--- config.mk ---
export PLATFORM = sky130hd
export DESIGN_NAME = csr_mtrap_unit
export DESIGN_NICKNAME = d
export VERILOG_FILES = /design/src/rtl/csr_mtrap_unit.sv
export SDC_FILE = /design/constraint.sdc
export NUM_CORES = 2
export LEC_CHECK = 0
export ABC_AREA = 1
export CORE_ASPECT_RATIO = 2
export CORE_UTILIZATION = 61
export DETAILED_ROUTE_END_ITERATION = 12
export PLACE_DENSITY = 0.82
export SYNTH_ARGS = -nofsm -noshare
export SYNTH_HDL_FRONTEND = slang
export SYNTH_SLANG_ARGS = --single-unit
--- constraint.sdc ---
create_clock -name clk -period 7.9 [get_ports clk]
set_input_delay 1.185 -clock clk [delete_from_list [all_inputs] [get_ports clk]]
set_output_delay 1.185 -clock clk [all_outputs]
set_load 0.005 [all_outputs]
--- src/rtl/csr_mtrap_unit.sv ---
// Machine-mode CSR file and trap sequencer sitting in EX beside the ALU.
// Holds the M-mode trap CSRs, the 64-bit cycle/instret/time counters and the
// prioritised trap/interrupt selection that redirects fetch.
module csr_mtrap_unit #(
    parameter int          XLEN        = 64,
    parameter int unsigned HART_ID     = 0,
    parameter int          MTIME_DIV   = 1,
    parameter bit          VECTORED_EN = 1'b1
) (
    input  logic            clk,
    input  logic            rst,
    input  logic            stall,
    input  logic [XLEN-1:0] pc,
    input  logic            retire,
    input  logic [3:0]      csr_op,
    input  logic [11:0]     csr_addr,
    input  logic [XLEN-1:0] csr_wdata,
    output logic [XLEN-1:0] csr_rdata,
    input  logic            ecall,
    input  logic            ebreak,
    input  logic            mret,
    input  logic            irq_ext,
    input  logic            irq_soft,
    output logic            except_en,
    output logic [XLEN-1:0] new_pc,
    output logic            mie_gbl
);

    localparam bit              IS32   = (XLEN == 32);
    localparam logic [1:0]      MXL    = IS32 ? 2'b01 : 2'b10;
    localparam logic [XLEN-1:0] MISA_V = {MXL, {(XLEN-11){1'b0}}, 9'h100};

    // Architectural state
    logic            mstat_mie, mstat_mpie, msip;
    logic [11:0]     mie_r;
    logic [XLEN-1:0] mtvec_r, mscratch, mepc, mcause, mtval;
    logic [63:0]     mcycle, minstret, mtime, mtimecmp;
    logic [7:0]      presc;

    // Decode / datapath nets
    logic            access, we, impl, illegal, csr_wr, tick;
    logic            mtip, msip_eff, mei_p, msi_p, mti_p;
    logic            trap, irq, do_mret;
    logic [3:0]      cause;
    logic [XLEN-1:0] old, wval, base;
    logic [63:0]     wval64;

    // Replace the low word of a 64-bit counter (whole counter when XLEN=64)
    function automatic logic [63:0] cnt_lo(input logic [63:0] cur, input logic [63:0] v);
        cnt_lo = IS32 ? {cur[63:32], v[31:0]} : v;
    endfunction

    // Replace the high word of a 64-bit counter (XLEN=32 only)
    function automatic logic [63:0] cnt_hi(input logic [63:0] cur, input logic [63:0] v);
        cnt_hi = {v[31:0], cur[31:0]};
    endfunction

    assign access   = |csr_op;
    assign we       = csr_op[3];
    assign mtip     = (mtime >= mtimecmp);
    assign msip_eff = msip | irq_soft;
    assign mei_p    = mstat_mie & mie_r[11] & irq_ext;
    assign msi_p    = mstat_mie & mie_r[3] & msip_eff;
    assign mti_p    = mstat_mie & mie_r[7] & mtip;
    assign mie_gbl  = mstat_mie;
    assign tick     = (presc == 8'(MTIME_DIV - 1));
    assign base     = mtvec_r & ~XLEN'(3);

    // CSR read mux and implemented-address decode
    always_comb begin
        old  = '0;
        impl = 1'b1;
        case (csr_addr)
            12'h300: old = XLEN'({2'b11, 3'b000, mstat_mpie, 3'b000, mstat_mie, 3'b000});
            12'h301: old = MISA_V;
            12'h304: old = XLEN'(mie_r);
            12'h305: old = mtvec_r;
            12'h340: old = mscratch;
            12'h341: old = mepc;
            12'h342: old = mcause;
            12'h343: old = mtval;
            12'h344: old = XLEN'({irq_ext, 3'b000, mtip, 3'b000, msip_eff, 3'b000});
            12'hB00: old = mcycle[XLEN-1:0];
            12'hB02: old = minstret[XLEN-1:0];
            12'h7C0: old = mtimecmp[XLEN-1:0];
            12'h7C1: old = mtime[XLEN-1:0];
            12'hB80: begin old = XLEN'(mcycle[63:32]);   impl = IS32; end
            12'hB82: begin old = XLEN'(minstret[63:32]); impl = IS32; end
            12'h7C2: begin old = XLEN'(mtimecmp[63:32]); impl = IS32; end
            12'h7C3: begin old = XLEN'(mtime[63:32]);    impl = IS32; end
            12'hF11, 12'hF12, 12'hF13: old = '0;
            12'hF14: old = XLEN'(HART_ID);
            default: impl = 1'b0;
        endcase
    end

    assign csr_rdata = (access && impl) ? old : '0;
    assign illegal   = access && (!impl || (we && (csr_addr[11:10] == 2'b11 ||
                                  csr_addr == 12'h7C1 || csr_addr == 12'h7C3)));

    // Read-modify-write value for csrrw / csrrs / csrrc
    always_comb begin
        if (csr_op[2])      wval = csr_wdata;
        else if (csr_op[1]) wval = csr_rdata | csr_wdata;
        else if (csr_op[0]) wval = csr_rdata & ~csr_wdata;
        else                wval = csr_rdata;
        wval64 = 64'(wval);
    end

    // Trap selection in priority order; nothing is taken while stalled
    always_comb begin
        trap    = 1'b0;
        irq     = 1'b0;
        cause   = 4'd0;
        do_mret = 1'b0;
        if (!stall) begin
            if (illegal)      begin trap = 1'b1; cause = 4'd2;  end
            else if (ecall)   begin trap = 1'b1; cause = 4'd11; end
            else if (ebreak)  begin trap = 1'b1; cause = 4'd3;  end
            else if (mret)    begin do_mret = 1'b1;             end
            else if (mei_p)   begin trap = 1'b1; irq = 1'b1; cause = 4'd11; end
            else if (msi_p)   begin trap = 1'b1; irq = 1'b1; cause = 4'd3;  end
            else if (mti_p)   begin trap = 1'b1; irq = 1'b1; cause = 4'd7;  end
        end
    end

    assign except_en = trap | do_mret;
    assign csr_wr    = access && we && !illegal && !stall && !except_en;

    // Redirect target: mepc for mret, else mtvec base (vectored for interrupts)
    always_comb begin
        if (do_mret)
            new_pc = mepc;
        else if (VECTORED_EN && mtvec_r[0] && irq)
            new_pc = base + XLEN'({cause, 2'b00});
        else
            new_pc = base;
    end

    // Free-running counters; a software write in the same cycle wins over the increment
    always_ff @(posedge clk) begin
        if (rst) begin
            mcycle   <= '0;
            minstret <= '0;
            mtime    <= '0;
            mtimecmp <= '1;
            presc    <= '0;
        end else begin
            mcycle <= mcycle + 64'd1;
            if (retire && !stall && !except_en)
                minstret <= minstret + 64'd1;
            if (tick) begin
                presc <= '0;
                mtime <= mtime + 64'd1;
            end else begin
                presc <= presc + 8'd1;
            end
            if (csr_wr) begin
                case (csr_addr)
                    12'hB00: mcycle   <= cnt_lo(mcycle, wval64);
                    12'hB80: mcycle   <= cnt_hi(mcycle, wval64);
                    12'hB02: minstret <= cnt_lo(minstret, wval64);
                    12'hB82: minstret <= cnt_hi(minstret, wval64);
                    12'h7C0: mtimecmp <= cnt_lo(mtimecmp, wval64);
                    12'h7C2: mtimecmp <= cnt_hi(mtimecmp, wval64);
                    default: ;
                endcase
            end
        end
    end

    // Trap entry, mret return and software writes to the trap CSRs
    always_ff @(posedge clk) begin
        if (rst) begin
            mstat_mie  <= 1'b0;
            mstat_mpie <= 1'b0;
            msip       <= 1'b0;
            mie_r      <= '0;
            mtvec_r    <= '0;
            mscratch   <= '0;
            mepc       <= '0;
            mcause     <= '0;
            mtval      <= '0;
        end else if (trap) begin
            mepc       <= pc & ~XLEN'(3);
            mcause     <= {irq, {(XLEN-5){1'b0}}, cause};
            mtval      <= '0;
            mstat_mpie <= mstat_mie;
            mstat_mie  <= 1'b0;
        end else if (do_mret) begin
            mstat_mie  <= mstat_mpie;
            mstat_mpie <= 1'b1;
        end else if (csr_wr) begin
            case (csr_addr)
                12'h300: begin mstat_mie <= wval[3]; mstat_mpie <= wval[7]; end
                12'h304: mie_r    <= wval[11:0] & 12'h888;
                12'h305: mtvec_r  <= {wval[XLEN-1:2], 1'b0, VECTORED_EN & wval[0]};
                12'h340: mscratch <= wval;
                12'h341: mepc     <= wval & ~XLEN'(3);
                12'h342: mcause   <= wval;
                12'h343: mtval    <= wval;
                12'h344: msip     <= wval[3];
                default: ;
            endcase
        end
    end

endmodule
==> results, run 1 <==
- In the synthesized netlist, the number of instances is 6721.
- The most instantiated flip-flop cell in the synthesis netlist is sky130_fd_sc_hd__dfxtp_1.
- CTS saw 587 sinks.
- The number of buffers created by CTS is 55.
- The flow did not finish.
- 283 I/O pins were placed.
- In this run, post-CTS repair resized a total of 0 instances.
- The largest net degree at the start of global routing is 159.
- The number of different library cells used by synthesis comes to 61.
- For this configuration, the core starts out at a cell density of 0.617.
- Yosys mapped a number of flops with a built-in enable equal to 0.
- The floorplan step set the die height to 364 um.
- After synthesis, the share of flip-flops with an asynchronous set or reset is 0.
- The number of buffers between clock root and the deepest sink is 3.
- The global route total overflow is 950.
- Routability-driven placement finished with a final weighted congestion of 1.34.
- The horizontal die dimension is 183 um.
- The tool reported: "[ERROR GRT-0116] Global routing finished with congestion. Check the congestion regions in the DRC Viewer".
- The via count of the first global-routing pass is 53.9k.
- Summed over all nets, the half-perimeter wirelength after detailed placement is 168 mm.
- The number of hold buffers added after CTS was 0.
- The share of the yosys chip area belonging to registers is 0.294.
- Synthesis inferred 587 register bits.
- In this run the tool buffered the top-level ports with 278 buffer cells.
- Buffers added to address setup during post-CTS repair amount to 0.
- The cell area after technology mapping is 40000 um2.
- During synthesis, Yosys emitted a total of 0 warnings.
- The number of standard-cell rows in the floorplan is 132.
- The deepest level of the CTS H-tree is 2.
- The total placed instance area is 43400 um2.
- The flow stopped in global routing (5_1_grt).
- For this run, the total global-route usage over all layers was measured as 0.800.
- Averaged over all synthesized cells, the footprint is 5.95 um2.
- The master cell of the clock root buffer is sky130_fd_sc_hd__clkbuf_16.
- The first global-routing pass estimated 401 mm of wire.
## kinds of logic after synthesis
group / after synthesis / synth area share
buffers and inverters: 1085 / 0.108
flip-flops: 587 / 0.294
other: 1 / 0.0000938
AND/OR/NAND/NOR: 3851 / 0.399
AO/OA/AOI/OAI: 931 / 0.133
XOR/XNOR: 192 / 0.0421
adder cells (fa/ha/maj): 74 / 0.0234
## layer usage
| metal | GRT usage | GRT overflow |
|---|---|---|
| met3 | 0.628 | 30 |
| met2 | 0.980 | 602 |
| met5 | 0.315 | 3 |
| met4 | 0.793 | 301 |
| met1 | 0.801 | 14 |
## metrics by stage
step	std cells	hold WS [ps]	utilization	worst slack, ps
2_1_floorplan	6722	429	-	1670
3_3_place_gp	7648	437	0.670	274
3_5_place_dp	7648	442	0.670	218
4_1_cts	7748	458	0.699	38.6
## Yosys cell counts, types with 67 or more instances
| library cell | count | area [um2] |
|---|---|---|
| sky130_fd_sc_hd__clkbuf_1 | 193 | 724 |
| sky130_fd_sc_hd__a21oi_1 | 320 | 1600 |
| sky130_fd_sc_hd__buf_2 | 108 | 541 |
| sky130_fd_sc_hd__dfxtp_1 | 587 | 11800 |
| sky130_fd_sc_hd__nand4_1 | 177 | 1110 |
| sky130_fd_sc_hd__nand2_1 | 1956 | 7340 |
| sky130_fd_sc_hd__o22ai_1 | 241 | 1510 |
| sky130_fd_sc_hd__o21ai_0 | 205 | 1030 |
| sky130_fd_sc_hd__nand3_1 | 356 | 1780 |
| sky130_fd_sc_hd__nor2_1 | 1063 | 3990 |
| sky130_fd_sc_hd__xor2_1 | 190 | 1660 |
| sky130_fd_sc_hd__inv_1 | 715 | 2680 |
| sky130_fd_sc_hd__nor4_1 | 67 | 419 |
| sky130_fd_sc_hd__nor3_1 | 188 | 941 |
| sky130_fd_sc_hd__ha_1 | 73 | 913 |
==> run 2, diff against run 1 <==
--- a/config.mk
+++ b/config.mk
@@ -6,10 +6,9 @@
 export NUM_CORES = 2
 export LEC_CHECK = 0
 export ABC_AREA = 1
-export CORE_ASPECT_RATIO = 2
-export CORE_UTILIZATION = 61
+export CORE_UTILIZATION = 40
 export DETAILED_ROUTE_END_ITERATION = 12
-export PLACE_DENSITY = 0.82
+export PLACE_DENSITY_LB_ADDON = 0.15
 export SYNTH_ARGS = -nofsm -noshare
 export SYNTH_HDL_FRONTEND = slang
 export SYNTH_SLANG_ARGS = --single-unit
==> run 2 against run 1 <==
The flow now finishes, with violations (capacitance limit, slew limit); area after synthesis unchanged; synthesized cell count unchanged.
==> results, run 2 <==
- The flow ran to the end, but the final reports show violations.
- The final reports fail on capacitance limit, slew limit.
- The maximum frequency from static timing analysis is 134 MHz.
- The number of fillers in the final layout is 10.6k.
- The average size of a mapped cell is 5.95 um2.
- The HPWL reported at the end of detailed placement is 195 mm.
- The starting DRC count in detailed routing is 8459.
- In the global route stage, met3 resource usage came out at 0.190.
- Of all nets on the critical path, the largest fanout is 5.
- The critical path's most frequent cell is sky130_fd_sc_hd__nand2_1.
- The TritonCTS clock tree is done.
- The horizontal die dimension is 318 um.
- In the final layout, the share of cells above drive strength 1 is 0.0509.
- Counting along the longest clock path gives a buffer depth of 3.
- The count of nets left with antenna violations once routing finished came out at 0.
- The share of synthesized flip-flops with an asynchronous set or reset is 0.
- The commonest cells after synthesis are sky130_fd_sc_hd__nand2_1, sky130_fd_sc_hd__nor2_1, sky130_fd_sc_hd__inv_1.
- In this run the tightest slew margin relative to its limit is -0.138.
- After floorplanning, the core was sized to cover 98700 um2.
- The setup-violating endpoint count in the final report is 0.
- After global routing, the most crowded layer is met2.
- The number of synthesized register bits is 587.
- The via count of the first global-routing pass is 45.1k.
- The largest net degree at the start of global routing is 155.
- In the routed layout, each cell is associated on average with a via count of 6.11.
- The switching share of power is 0.281.
- Across the VDD grid, the largest voltage drop is 161 uV.
- The global route total overflow is 0.
- The number of sinks on the clock net is 587.
- The worst setup path is launched from a register.
- The deepest level of the CTS H-tree is 3.
- The cell type group with the largest total delay on the critical path is simple AND/OR/NAND/NOR gates.
- In this run the vertical extent of the chip is 318 um.
- The routed design has 260 mm of wire.
- The starting utilization of the core area is 0.405.
- After clock tree synthesis, the clock-pin slew on the worst setup and hold paths is 60 ps.
- The clock latency on the worst-skew pair is 690 ps.
- The instance count on the critical path is 33.
- Dividing the final minimum period by the clock period gives 0.943.
- Tracing the worst setup path back leads to its startpoint at mtimecmp[55]$_SDFFE_PP1P_.
- The number of DRC violations after detailed routing is 0.
- The area growth from synthesis to layout is 17.1%.
- Counting I/O delays and the setup requirement, the final critical path takes 7450 ps.
- The master cell of the clock root buffer is sky130_fd_sc_hd__clkbuf_16.
- The min-delay analysis places its worst path in the category register to register.
- Summed over all instances, the cell type with the most area after synthesis is sky130_fd_sc_hd__dfxtp_1.
- The final total negative setup slack is 0 ps.
- The arrival time at the worst endpoint is 6260 ps.
- The area of the die is 101000 um2.
- In the global route stage, met1 resource usage came out at 0.610.
- The post-route worst hold slack is 457 ps.
- The overall fraction of global-route tracks in use is 0.496.
- Of the total power, combinational logic draws 0.086.
- The number of slew-limit violations in the final report came to 8.
- Leaving out fill and tap cells, the most frequent cells in the layout are sky130_fd_sc_hd__nand2_1, sky130_fd_sc_hd__nor2_1, sky130_fd_sc_hd__inv_1.
- For this run, the leading register cell type out of synthesis is sky130_fd_sc_hd__dfxtp_1.
- The total of buffers placed on input and output ports is 278.
- The placed instance count is 8088.
- The first-pass GRT wire length is 355 mm.
- The leakage power figure is 0.0201 uW.
- For this design the total switching power over the nets is 2090 uW.
- The number of cells traversed by the worst register-to-register path is 23.
- In this run the worst setup path terminates at new_pc[56].
- The number of buffers created by CTS is 74.
- The synthesized netlist occupies a cell area of 40000 um2.
- The number of unique standard cell types used by synthesis is 61.
- The share of the yosys chip area belonging to registers is 0.294.
- The number of detailed-route iterations in the first pass is 7.
- Leaving out fill and tap cells, the most frequent cell in the layout is sky130_fd_sc_hd__nand2_1.
- The routed layout has 50.3k vias.
- In this run the critical register-to-register path is captured at minstret[59]$_SDFF_PP0_.
- The number of max-capacitance violations reported is 1.
- Power spread over the standard cell area amounts to 159 nW/um2.
- The slowest stage of the critical path belongs to the cell sky130_fd_sc_hd__clkdlybuf4s50_1.
- Data on the critical path is required at its endpoint by 6710 ps.
- The initial antenna violation count is 35.
- Setup repair after global routing left no endpoint under its margin.
- The number of standard-cell rows in the floorplan is 115.
- In this run, synthesis inferred 0 flip-flops with an integrated enable.
- The global routing usage on met2 is 0.704.
- sky130_fd_sc_hd__nand2_1 is the most common cell in the netlist.
- The detailed-route wire length per cell is 31.6 um.
- Counting both buffers and inverters, the worst setup path holds a total of 5.
- The number of instances in the synthesized netlist is 6721.
- For this run, the number of standard cells in the final layout without fillers is 8233.
- The portion of total power attributed to the clock network is 0.508.
- The internal reg-to-reg setup slack is 1780 ps.
- The startpoint of the worst register-to-register path is mtimecmp[43]$_SDFFE_PP1P_.
- The final RePlAce weighted congestion is 1.09.
- The pin slew with the least headroom to its limit is 1700 ps.
- Cell internal power was estimated by the tool at 5360 uW.
- The worst setup path is captured at an output port.
- The share of total power dissipated in sequential elements is 0.406.
- Between clock sinks in the finished design, the worst skew comes to 30.4 ps.
- The I/O pin count is 283.
- The total count of hold-check failures in the final report is 0.
- The delay contributed by the slowest stage of the critical path is 510 ps.
- The share of synthesized area in the top cell type comes to 0.294.
- The worst setup path is of the register to output port kind.
- By area the synthesized netlist is led by sky130_fd_sc_hd__dfxtp_1, sky130_fd_sc_hd__nand2_1, sky130_fd_sc_hd__nor2_1.
- For this run, the number of Yosys warnings is 0.
- The final-stage net count is 7104.
## run 2: cell counts after synthesis
No cell type changed its count.
## run 2: worst min path at each step
stage,start,end,slack (ps),depth (start not counted)
after floorplan,mtimecmp[10]$_SDFFE_PP1P_,mtimecmp[10]$_SDFFE_PP1P_,430,2
after global placement,mtimecmp[20]$_SDFFE_PP1P_,mtimecmp[20]$_SDFFE_PP1P_,440,2
after detailed placement,mtimecmp[20]$_SDFFE_PP1P_,mtimecmp[20]$_SDFFE_PP1P_,440,2
after CTS,mtimecmp[20]$_SDFFE_PP1P_,mtimecmp[20]$_SDFFE_PP1P_,460,2
after global routing,mtimecmp[18]$_SDFFE_PP1P_,mtimecmp[18]$_SDFFE_PP1P_,470,2
final,mtimecmp[11]$_SDFFE_PP1P_,mtimecmp[11]$_SDFFE_PP1P_,460,2
## run 2: timing repair
| item | CTS | global route |
|---|---|---|
| setup endpoints to repair | 0 | 22 |
| setup buffers | 0 | 0 |
| hold buffers | 0 | 0 |
| gates resized for setup | 0 | 13 |
## run 2: power by group through the flow
stage / Clock [uW] / Sequential (uW) / Combinational [uW]
2_1_floorplan: 0 / 3070 / 239
3_3_place_gp: 0 / 3090 / 588
4_1_cts: 3760 / 3020 / 593
3_5_place_dp: 0 / 3090 / 590
6_report: 3780 / 3030 / 639
5_1_grt: 3870 / 3030 / 634
## run 2: cells by family (layout without fill, tap and decap cells)
family | Yosys count | in the layout | synth area share
and+or+nand+nor | 3851 | 3851 | 0.399
buffers and inverters | 1085 | 1299 | 0.108
AOI/OAI and AO/OA | 931 | 931 | 0.133
DFF | 587 | 587 | 0.294
xor gates and xnor gates | 192 | 192 | 0.0421
adders and majority gates | 74 | 74 | 0.0234
other | 1 | 12 | 0.0000938
## run 2: metal layers
| layer | wire, um | part of all wire |
|---|---|---|
| met5 | 409 | 0.0016 |
| met4 | 22600 | 0.087 |
| met3 | 38200 | 0.15 |
| met2 | 103000 | 0.40 |
| met1 | 95700 | 0.37 |
## run 2: worst reg2reg max path, delay by kind of cell, from the launching register on
family,cells,cell delay [ps]
flip-flops,1,310
buffers and inverters,4,2050
AO/OA/AOI/OAI,3,310
AND/OR/NAND/NOR,15,2940
adder cells (fa/ha/maj),1,380
## run 2: area by class of cell
cell class              instances  area [um2]  area share
multi-input cells            5050       24100       0.515
flip-flops and latches        587       11800       0.251
repair buffers                424        3930      0.0840
inverters                     740        2790      0.0596
clock buffers                  91        2020      0.0431
well taps                    1287        1610      0.0344
clock inverters                44         591      0.0126
diodes                         10        25.0    0.000535
## run 2: stage by stage
step / instance area, um2 / util / total power (uW) / setup slack, ps
finish: 46800 / 0.474 / 7450 / 454
floorplan: 40000 / - / 3310 / 1670
CTS: 46700 / 0.473 / 7380 / 264
global route: 46800 / 0.474 / 7540 / 28.5
global placement: 44100 / 0.447 / 3680 / 272
detailed placement: 44100 / 0.447 / 3680 / 283
(Power assumes the default switching activity.)
